`src/rtl/ft_tx_arbiter.sv`:
```
// Round-robin packet arbiter onto the FT232H transmit byte stream.
// Define FT_ARB_HDR_EN to send a {4'hA, chan} header byte before each packet.
// Ports:
//   clk, rst_n              system clock, synchronous active-low reset
//   req_data/avail/last     per-requester byte, valid and end-of-packet flag
//   req_pull                per-requester byte consumed this cycle
//   tx_data/tx_avail        byte stream to the FT232H
//   tx_pull                 FT232H accepts tx_data this cycle
//   grant                   one-hot current owner, 0 when idle
//   stall_err               one-cycle pulse when the stall watchdog aborts a packet
module ft_tx_arbiter #(
   parameter int NUM_REQ     = 4,
   parameter int STALL_LIMIT = 1024
) (
   input  logic                   clk,
   input  logic                   rst_n,
   input  logic [NUM_REQ*8-1:0]   req_data,
   input  logic [NUM_REQ-1:0]     req_avail,
   input  logic [NUM_REQ-1:0]     req_last,
   output logic [NUM_REQ-1:0]     req_pull,
   output logic [7:0]             tx_data,
   output logic                   tx_avail,
   input  logic                   tx_pull,
   output logic [NUM_REQ-1:0]     grant,
   output logic                   stall_err
);

   localparam int IW = $clog2(NUM_REQ);
   localparam int CW = (STALL_LIMIT > 0) ? $clog2(STALL_LIMIT + 1) : 1;
   localparam bit WD_EN = (STALL_LIMIT > 0);
   localparam logic [CW-1:0] CNT_LAST = WD_EN ? CW'(STALL_LIMIT - 1) : '0;
   localparam logic [IW-1:0] LAST_IDX = IW'(NUM_REQ - 1);

`ifdef FT_ARB_HDR_EN
   typedef enum logic [1:0] {IDLE, HDR, PAYLOAD} state_t;
   localparam state_t FIRST = HDR;
`else
   typedef enum logic [1:0] {IDLE, PAYLOAD} state_t;
   localparam state_t FIRST = PAYLOAD;
`endif

   state_t          state, state_nxt;
   logic [IW-1:0]   owner, owner_nxt;
   logic [IW-1:0]   last_grant, last_grant_nxt;
   logic [IW-1:0]   pick;
   logic            found;
   logic [CW-1:0]   cnt, cnt_nxt;
   logic            stall_nxt;
   logic            cur_avail, cur_last;

   assign cur_avail = req_avail[owner];
   assign cur_last  = req_last[owner];

   // Search upward from last_grant+1 with wrap; the descending loop lets
   // the nearest candidate overwrite the farther ones.
   always_comb begin
      int j;
      logic [IW-1:0] c;
      j     = 0;
      c     = '0;
      pick  = '0;
      found = 1'b0;
      for (int k = NUM_REQ; k >= 1; k--) begin
         j = int'(last_grant) + k;
         if (j >= NUM_REQ) j = j - NUM_REQ;
         c = IW'(j);
         if (req_avail[c]) begin
            pick  = c;
            found = 1'b1;
         end
      end
   end

   always_comb begin
      state_nxt      = state;
      owner_nxt      = owner;
      last_grant_nxt = last_grant;
      cnt_nxt        = cnt;
      stall_nxt      = 1'b0;
      grant          = '0;
      tx_avail       = 1'b0;
      tx_data        = '0;
      req_pull       = '0;
      if (state != IDLE) grant[owner] = 1'b1;
      unique case (state)
         IDLE: begin
            if (found) begin
               owner_nxt = pick;
               cnt_nxt   = '0;
               state_nxt = FIRST;
            end
         end
`ifdef FT_ARB_HDR_EN
         HDR: begin
            tx_avail = 1'b1;
            tx_data  = {4'hA, 4'(owner)};
            if (tx_pull) begin
               state_nxt = PAYLOAD;
               cnt_nxt   = '0;
            end
         end
`endif
         PAYLOAD: begin
            tx_avail        = cur_avail;
            tx_data         = req_data[8*owner +: 8];
            req_pull[owner] = cur_avail & tx_pull;
            if (cur_avail) begin
               // Backpressure (avail without pull) holds the counter.
               if (tx_pull) begin
                  cnt_nxt = '0;
                  if (cur_last) begin
                     state_nxt      = IDLE;
                     last_grant_nxt = owner;
                  end
               end
            end else if (WD_EN) begin
               if (cnt == CNT_LAST) begin
                  state_nxt      = IDLE;
                  last_grant_nxt = owner;
                  cnt_nxt        = '0;
                  stall_nxt      = 1'b1;
               end else begin
                  cnt_nxt = cnt + CW'(1);
               end
            end
         end
         default: state_nxt = IDLE;
      endcase
      // The in-flight byte must not be consumed while reset is asserted.
      if (!rst_n) begin
         tx_avail = 1'b0;
         req_pull = '0;
      end
   end

   always_ff @(posedge clk) begin
      if (!rst_n) begin
         state      <= IDLE;
         owner      <= '0;
         last_grant <= LAST_IDX;
         cnt        <= '0;
         stall_err  <= 1'b0;
      end else begin
         state      <= state_nxt;
         owner      <= owner_nxt;
         last_grant <= last_grant_nxt;
         cnt        <= cnt_nxt;
         stall_err  <= stall_nxt;
      end
   end

endmodule

```
`config.mk`:
```
export PLATFORM = sky130hd
export DESIGN_NAME = ft_tx_arbiter
export DESIGN_NICKNAME = d
export VERILOG_FILES = /design/src/rtl/ft_tx_arbiter.sv
export SDC_FILE = /design/constraint.sdc
export NUM_CORES = 1
export LEC_CHECK = 0
export CORE_MARGIN = 4
export CORE_UTILIZATION = 42
export DETAILED_ROUTE_END_ITERATION = 7
export PLACE_DENSITY_LB_ADDON = 0.05
export SYNTH_ARGS = -nofsm -noshare
export SYNTH_HDL_FRONTEND = slang
export SYNTH_SLANG_ARGS = --single-unit
```
`constraint.sdc`:
```
create_clock -name clk -period 2.25 [get_ports clk]
set_input_delay 0.3375 -clock clk [delete_from_list [all_inputs] [get_ports clk]]
set_output_delay 0.3375 -clock clk [all_outputs]
set_load 0.03 [all_outputs]
```
==> impl_summary.md <==
Clock network
The count of hold-fix buffers inserted at cts is 0. CTS built an H-tree with a depth of 1. The number of buffers on the longest clock path is 2. The CTS tree is done. After clock tree synthesis, the clock-pin slew on the worst setup and hold paths is 0.10 ns.

The tree is rooted in a clkbuf_4. The later pin in the worst-skew pair is clocked with a latency of 0.28 ns. The buffers inserted during post-CTS setup optimization is 0. The clock sink total is 17. Counting the buffers created by CTS gives 3. Once the clock tree was built, the resizer swapped 10 gates to a different size.

Timing
The final worst setup slack is 0.08699 ns. The count of endpoints failing hold in the final timing report was 0. For this run, the top clock speed supported by timing is 0.4623 GHz. Setup repair after global routing left no endpoint under its margin. The transition time of the tightest slew-check pin is 0.4482 ns.

The tightest hold path in the finished design has a slack of 0.4716 ns. The normalized max-slew margin is 70.12%. Between clock sinks in the finished design, the worst skew comes to 0.007401 ns.

The final period utilization is 96.13%. The max-slew violation total from the final report is 0. Setup violations remaining at the end of the flow were counted as 0.

The setup TNS after final layout is 0 ns. The final period demand of the worst path is 2.163 ns.

Global routing
The largest net degree at the start of global routing is 17. The number of global-route vias before repair is 1402. The number of antenna violations at the first check in global routing was 0. The global router's overall resource usage is 20.86%. The first-pass GRT wire length is 6989 um.

After global routing the overflow that remains totals 0.

Worst setup path
Walking the worst path, the cells encountered are buf_12 > mux4_2 > and2_1 > clkdlybuf4s15_1. The startpoint kind of the worst setup timing path is a register. In this run the critical register-to-register path is captured at cnt[2]. For this run, the slowest stage of the critical path takes 0.49 ns. The origin of the worst setup path is owner[0]. The arrival time of data at the critical path endpoint is 1.83 ns.

In this run the register-to-register setup slack is 0.40 ns. The startpoint identified for the worst register-to-register timing path is cnt[0]. For the worst setup path, the data required time is 1.91 ns. The capture point of the critical path is tx_data[6]. In this run the worst path has a maximum fanout of 16. Among all stages on the critical path, the largest delay is contributed by mux4_2. The worst setup path is captured at an output pin. The start-to-end type of the worst setup path is register to output pin.

The worst reg2reg path depth is 5.

Logic synthesis
After synthesis, the mean cell area works out to 8.916 um2. The post-synthesis net count is 195. The count of unique library cells instantiated by Yosys is 49. Sorting the synthesized cells by area gives the leading types as dfxtp_1 (25%), mux4_2 (15%), and2_1 (4.2%), o221ai_1 (3.9%), inv_1 (3.6%).

The synthesized design contains 17 register bits. The most common flop cell mapped by yosys is dfxtp_1. After synthesis the cells add up to 1346 um2. After technology mapping, the gate count stands at 151. The synthesized design contains 0 enable-type register cells. The count of synthesis-stage warnings from yosys is 0. The post-synthesis sequential area ratio is 25.28%. Summed over all instances, the cell type with the most area after synthesis is dfxtp_1.

The area share of the leading cell type in the synthesized netlist is 25.28%. The fraction of registers with async set/reset is 0%.

Cells and area
The net total in the final layout is 260. The area growth from synthesis to layout is 48.61%. The library cell used most frequently in the layout, excluding fill and tap cells, is clkdlybuf4s50_1. The library cells used most frequently in the layout, excluding fill and tap cells, are clkdlybuf4s50_1 (44), dfxtp_1 (16), inv_1 (13), buf_4 (13), nor2_1 (10). The repair_antennas step left the layout with diodes totalling 0.

The final cell utilization of the core is 65.53%. Of the cells placed in the final design, the portion with a size suffix greater than 1 is 20.93%. Leaving out filler cells and counting taps, the final layout contains 259.

Routing
The post-detailed-route DRC marker count is 0. The final routed wire length divided by cell count is 15.83 um. The vias after detailed routing is 1478.

The residual antenna-violating net count after detailed routing is 0. The length of the first detailed-routing pass in iterations is 4. Dividing the detail-routed via count by the number of cells gives 5.707. For this block, the initial DRC count from the detailed router was 107. The final layout contains routed wiring with a total length of 4101 um.

Pwr
Summed over all cells, the static leakage comes to 0.7034 nW. IR analysis of the VDD net gives a maximum drop of 345.3 uV. The power per standard cell area is 394.6 nW/um2.

Die
Once the floorplan was initialized, standard cells occupied 44.10% of the core. The width of the chip is 64.62 um. The die covers 4175 um2. In this run the count of I/O pins placed on the die edge is 61. The core region is 3053 um2. The number of cell rows is 20.

From bottom edge to top edge, the die measures 64.62 um.

Min path
The worst hold path class is register to register.

Place
Input and output buffers added on the ports amount to 60. The placed wire-length estimate is 3372 um. After detailed placement, the design holds a cell count of 255.

The placer congestion estimate is 0.9576. At the placement stage, the worst setup path has a slack of -0.05334 ns.

Job
The number of max-cap violations is 0.

Run status
The flow ran to the end, and the final reports show no timing, DRC or antenna violations.
## registers in the layout (all words and copies together), names as in the netlist
signal      flops
cnt            11
last_grant      2
owner           2
stall_err       1
state           1
## area by class of cell
type                    instances  area [um2]
multi-input cells             114       917.1
well taps                      44       55.05
flip-flops and latches         17       341.6
repair buffers                 67       611.8
inverters                      13       48.80
fillers                       289        1052
clock buffers                   4       26.28
## through the flow
| stage | instance area (um2) | power, W |
|---|---|---|
| 2_1_floorplan | 1346 | 0.0004980 |
| 3_3_place_gp | 2009 | 0.0006471 |
| 5_1_grt | 2001 | 0.0008433 |
| 4_1_cts | 2026 | 0.0008017 |
| 6_report | 2001 | 0.0007895 |
| 3_5_place_dp | 2009 | 0.0006533 |
## worst max-delay path, delay by kind of cell (launching register included)
family | cells | cell delay [ns]
buffers and inverters | 2 | 0.51
DFF | 1 | 0.37
muxes | 1 | 0.49
and+or+nand+nor | 1 | 0.16
## cells by family (layout without fill, tap and decap cells)
family / after synthesis / in the layout / synth area share [%]
AOI/OAI and AO/OA: 34 / 34 / 20.17
xor gates and xnor gates: 2 / 2 / 1.301
adders and majority gates: 1 / 1 / 0.9292
buffers and inverters: 20 / 84 / 6.599
DFF: 17 / 17 / 25.28
muxes: 14 / 14 / 19.14
and+or+nand+nor: 63 / 63 / 26.58
## Yosys cell counts, types with 2 or more instances
library cell,instances
nor2b_1,2
dfxtp_1,17
nand2b_1,3
and2_1,9
o41ai_1,2
nor3_1,5
o21ai_0,7
a2bb2oi_1,2
and3_1,2
o221ai_1,6
and4_1,2
xnor2_1,2
mux2i_1,3
mux4_2,9
o21ai_1,2
nand4_1,3
nor2_1,10
o22ai_1,3
nand2_1,8
inv_1,13
nand3_1,7
clkbuf_1,3
buf_2,2
nor4_1,4
## report_power, final
group	leakage, nW	switching [W]	total, W	internal [W]
registers	0.138	0.0000131	0.000322	0.000309
clock network	0.0150	0.0000887	0.000157	0.0000688
logic	0.550	0.000142	0.000310	0.000167
total	0.703	0.000244	0.000790	0.000545
## worst min-delay path by stage
stage                        from  slack [ns]      end  depth (start not counted)
after floorplan           cnt[10]        0.44  cnt[10]                          1
after global placement    cnt[10]        0.46  cnt[10]                          1
after detailed placement  cnt[10]        0.47  cnt[10]                          1
after CTS                 cnt[10]        0.48  cnt[10]                          1
after global routing      cnt[10]        0.51  cnt[10]                          1
final                     cnt[10]        0.47  cnt[10]                          1
## routing by layer
| layer | up-vias | part of all wire, % | track usage (%) | wire length, um |
|---|---|---|---|---|
| li1 | 711 | - | - | - |
| met3 | 6 | 5.5 | 2.600 | 226 |
| met5 | - | 0 | 0 | 0 |
| met4 | 0 | 1.7 | 5.013 | 68 |
| met2 | 62 | 49 | 37.24 | 2007 |
| met1 | 699 | 44 | 26.62 | 1799 |
Power figures use the tool's default switching activity.
